==> config.mk <==
export PLATFORM = sky130hd
export DESIGN_NAME = regfile_mp
export DESIGN_NICKNAME = d
export VERILOG_FILES = /design/src/rtl/regfile_mp.sv
export SDC_FILE = /design/constraint.sdc
export NUM_CORES = 1
export LEC_CHECK = 0
export ABC_AREA = 0
export CORE_MARGIN = 1.5
export CORE_UTILIZATION = 47
export DETAILED_ROUTE_END_ITERATION = 6
export GPL_ROUTABILITY_DRIVEN = 0
export PLACE_DENSITY = 0.67
export SETUP_SLACK_MARGIN = 0.4
export SLEW_MARGIN = 5
export SYNTH_ARGS = -nofsm -noshare
export SYNTH_HDL_FRONTEND = slang
export SYNTH_SLANG_ARGS = --single-unit
==> constraint.sdc <==
create_clock -name clk -period 7.1 [get_ports clk]
set_input_delay 1.065 -clock clk [delete_from_list [all_inputs] [get_ports clk]]
set_output_delay 1.065 -clock clk [all_outputs]
set_load 0.05 [all_outputs]
==> src/rtl/regfile_mp.sv <==
// Multi-port register file: one write port, two bypassed read ports, busy scoreboard.
// Optional REGFILE_MP_ZERO_REG_EN hardwires register 0 to zero and makes it unreservable.
module regfile_mp #(
    parameter int WIDTH = 16,
    parameter int AW    = 3,
    parameter int CW    = 4
) (
    input  logic             clk,
    input  logic             reset_n,
    input  logic [WIDTH-1:0] data_in,
    input  logic [AW-1:0]    writenum,
    input  logic             write,
    input  logic [AW-1:0]    reservenum,
    input  logic             reserve,
    input  logic [AW-1:0]    readnum_a,
    input  logic [AW-1:0]    readnum_b,
    output logic [WIDTH-1:0] data_out_a,
    output logic [WIDTH-1:0] data_out_b,
    output logic             busy_a,
    output logic             busy_b,
    output logic [CW-1:0]    busy_count
);
    localparam int NREG = 2 ** AW;

    logic [NREG-1:0][WIDTH-1:0] regs;
    logic [NREG-1:0]            busy;
    logic [NREG-1:0]            busy_nxt;
    logic [CW-1:0]              cnt_nxt;
    logic                       we;
    logic                       rs;

`ifdef REGFILE_MP_ZERO_REG_EN
    assign we = write   && (writenum   != '0);
    assign rs = reserve && (reservenum != '0);
`else
    assign we = write;
    assign rs = reserve;
`endif

    // Release first, then reserve, so a same-cycle reserve of the written register wins.
    always_comb begin
        busy_nxt = busy;
        if (we) busy_nxt[writenum] = 1'b0;
        if (rs) busy_nxt[reservenum] = 1'b1;
        cnt_nxt = '0;
        for (int i = 0; i < NREG; i++)
            cnt_nxt = cnt_nxt + CW'(busy_nxt[i]);
    end

    always_ff @(posedge clk) begin
        if (!reset_n) begin
            regs       <= '0;
            busy       <= '0;
            busy_count <= '0;
        end else begin
            if (we) regs[writenum] <= data_in;
            busy       <= busy_nxt;
            busy_count <= cnt_nxt;
        end
    end

    assign data_out_a = (we && readnum_a == writenum) ? data_in : regs[readnum_a];
    assign data_out_b = (we && readnum_b == writenum) ? data_in : regs[readnum_b];
    assign busy_a     = busy[readnum_a];
    assign busy_b     = busy[readnum_b];
endmodule

==> impl_metrics.toml <==
[sta]
slew_headroom_pct = 16.4
final_hold_viol_count = 0
rsz0062_at_grt = "no"
fmax_mhz = 184
setup_viol = 0
min_period_ns = 5.44
timing.final.crit_share_pct = 76.6
drv_slew = 0
tightest_slew_ns = 1.25
worst_clock_skew_ns = 0.00135
setup_tns_ns = 0

[floorplan]
io-pin-count = 70
dieArea_sq_mm = 0.0184
core-area_sq_mm = 0.0173
die_height_um = 136
initial_core_util_pct = 47.9
rows = 48
fp.dieW_um = 136

[final_layout]
area_growth_pct = 15.8
regArea_sq_mm = 0.00280
fill_cells = 1442
multiInputGateArea_sq_mm = 0.00504
antennaDiodeCount = 0
fin_nets = 864
layout-drive-gt1-share_pct = 16.6
final_area_sq_mm = 0.00960

[synth]
synth_common_cells = "257 x nand2_1, 140 x dfxtp_1, 108 x a21boi_0"
yosysMostFrequentCell = "nand2_1"
syn_area_sq_mm = 0.00829
synth_cell_types = 35
yosys.area.top_type = "dfxtp_1"
synth-seq-area-share_pct = 33.8
synth_edf_count = 0
yosysWarnings = 0
synth_top_area_share_pct = 33.8
synth_ff_type = "dfxtp_1"
synth_nets = 846
ys_ff_latch = 140
synthCells = 807
async_flop_share_pct = 0
ys_top_cells_by_area = "dfxtp_1 34%, mux4_1 16%, nand2_1 12%, a21boi_0 9.8%, mux2_2 6.7%"
synth.avg_cell_area_sq_um = 10.3

[critical_path]
path_delay_family = "adder cells"
crit_chain = "clkdlybuf4s50_1 -> or4b_1 -> a22o_1 -> fa_1 -> inv_1 -> fa_1 -> fa_1 -> inv_1 -> ha_1 -> inv_1 -> fa_1 -> xnor2_1 -> and2_1"
r2r_start = "busy[0]"
crit_slowest_cell = "or4b_1"
rr_worst_depth = 11
crit_path_end_kind = "register"
worstPathMaxFanout = 18
arrival_ns = 5.75
crit_required_ns = 7.41
reg2reg_setup_slack_ns = 3.99
max_stage_delay_ns = 1.05
cp_num_buf_inv = 4
critPathLaunchType = "input port"
critPathKind = "input port to register"
worstReg2RegEnd = "busy_count[2]"
cpMostUsedCell = "fa_1"

[grt]
grt_pass1_wl_mm = 36.2
grtUsageMet3_pct = 5.29
gr-usage-all-layers_pct = 26.4
overflow = 0
antenna_found_initial = 0
grtUsageMet1_pct = 32.8
grt_util_met2_pct = 44.5
grt_max_degree = 141
top_usage_layer = "met2"
grt_pass1_vias = 6375

[pwr]
power_switching_uw = 517
switching_share_pct = 24.3
power.leakage_uw = 0.00366
p_per_area_mw_per_mm2 = 222
seqPwrFrac_pct = 38.4
ir_drop_mv = 0.178
p_clk_share_pct = 48.2
pwr-share-comb_pct = 13.4
intPower_uw = 1610

[cts]
clock_sinks = 140
cts_root_buf = "clkbuf_16"
cts_buffers = 17
h-tree-depth = 4
cts.hold.buffers_added = 0
clk_pin_slew_ns = 0.06
cts_setup_buffers = 0
cts_tree = "done"
cts_resized = 0
insertion_delay_ns = 0.41
clock_path_buffers = 2

[routing]
via_per_inst = 6.11
wl_per_cell_um = 22.3
ant_nets = 0
drt_first_pass_iters = 6
drc = 0
vias = 6495
wl_mm = 23.8
drtIter0Drc = 720

[worst_hold_path]
holdPathStages = 2
hold_end = "regs[88]"
min_from = "regs[88]"
hold_path_class = "register to register"

[placed_design]
port_buffers = 69
place_area_sq_mm = 0.00892
dp_hpwl_mm = 14.1

[run]
max_cap_viol_count = 0

[run_status]
status = "complete, no violations"
cells by family after synthesis:
kind of cell | Yosys count | share of synthesized area (%)
AOI/OAI and AO/OA | 137 | 12.5
and+or+nand+nor | 292 | 15.2
adders and majority gates | 7 | 1.42
xor gates and xnor gates | 7 | 0.739
muxes | 134 | 30.5
DFF | 140 | 33.8
buffers and inverters | 90 | 5.96
final cells by class:
type	count	share of cell area (%)
Clock buffer	21	4.90
Clock inverter	11	2.20
Inverter	6	0.235
Multi-Input combinational cell	577	52.5
Sequential cell	140	29.2
Tap cell	225	2.93
Timing Repair Buffer	83	8.03
power groups by stage:
stage	sequential [uW]	combinational (uW)	clock, uW
floorplan	838	194	0
global placement	832	277	0
detailed placement	834	282	0
CTS	817	284	1030
global route	819	299	1070
finish	817	285	1030
metrics by stage:
stage / std cells / hold WS [ns] / worst slack [ns] / util, % / total power (uW)
detailed placement: 1031 / 0.455 / 1.26 / 51.6 / 1120
floorplan: 807 / 0.438 / 2.67 / - / 1030
CTS: 1063 / 0.463 / 1.67 / 55.5 / 2130
global route: 1063 / 0.479 / 1.49 / 55.5 / 2190
finish: 1063 / 0.461 / 1.66 / 55.5 / 2130
global placement: 1031 / 0.445 / 1.36 / 51.6 / 1110
metal layers:
layer,wire (um),part of all wire (%),vias up
met2,11700,49,303
met1,9650,41,3222
met5,0,0,-
li1,-,-,2908
met4,799,3.4,0
met3,1610,6.8,62
how the worst max path moves through the flow:
stage	cells after the start	slack (ns)	end	startpoint
2_1_floorplan	14	2.67	busy_count[2]	write
3_3_place_gp	13	1.36	busy_count[2]	writenum[1]
3_5_place_dp	13	1.26	busy_count[2]	writenum[1]
4_1_cts	13	1.67	busy_count[2]	writenum[2]
5_1_grt	13	1.49	busy_count[2]	writenum[2]
6_report	13	1.66	busy_count[2]	writenum[2]
tightest hold or removal path: cells and delay by family (launching register included):
kind             cells  cell delay, ns
AND/OR/NAND/NOR      1            0.05
AO/OA/AOI/OAI        1            0.05
flip-flops           1            0.31
placed cells by master, fill, tap and decap left out, drive strengths merged:
| cell | netlist | layout |
|---|---|---|
| nand2 | 257 | 257 |
| dfxtp | 140 | 140 |
| a21boi | 128 | 128 |
| mux4 | 68 | 68 |
| mux2 | 66 | 66 |
| clkdlybuf4s50 | 0 | 64 |
| clkbuf | 54 | 21 |
| buf | 30 | 19 |
| nor2b | 8 | 8 |
| xnor2 | 7 | 7 |
| inv | 6 | 7 |
| and2 | 6 | 6 |
| bufinv | 0 | 6 |
| fa | 4 | 4 |
| nand4b | 3 | 3 |
| nand4bb | 3 | 3 |
| nor4bb | 3 | 3 |
| and4b | 3 | 3 |
| ha | 3 | 3 |
| clkinv | 0 | 3 |
| nand4 | 3 | 3 |
| a21oi | 2 | 2 |
| nor2 | 2 | 2 |
| a32o | 2 | 2 |
| a22o | 2 | 2 |
| a32oi | 2 | 2 |
| and4 | 2 | 2 |
| or4b | 1 | 1 |
| a22oi | 1 | 1 |
| nor4b | 1 | 1 |
| clkinvlp | 0 | 1 |
flip-flops by register name, indices dropped and copies added (netlist names):
name and count:
busy 8, busy_count 4, regs 128
Power figures use the tool's default switching activity.
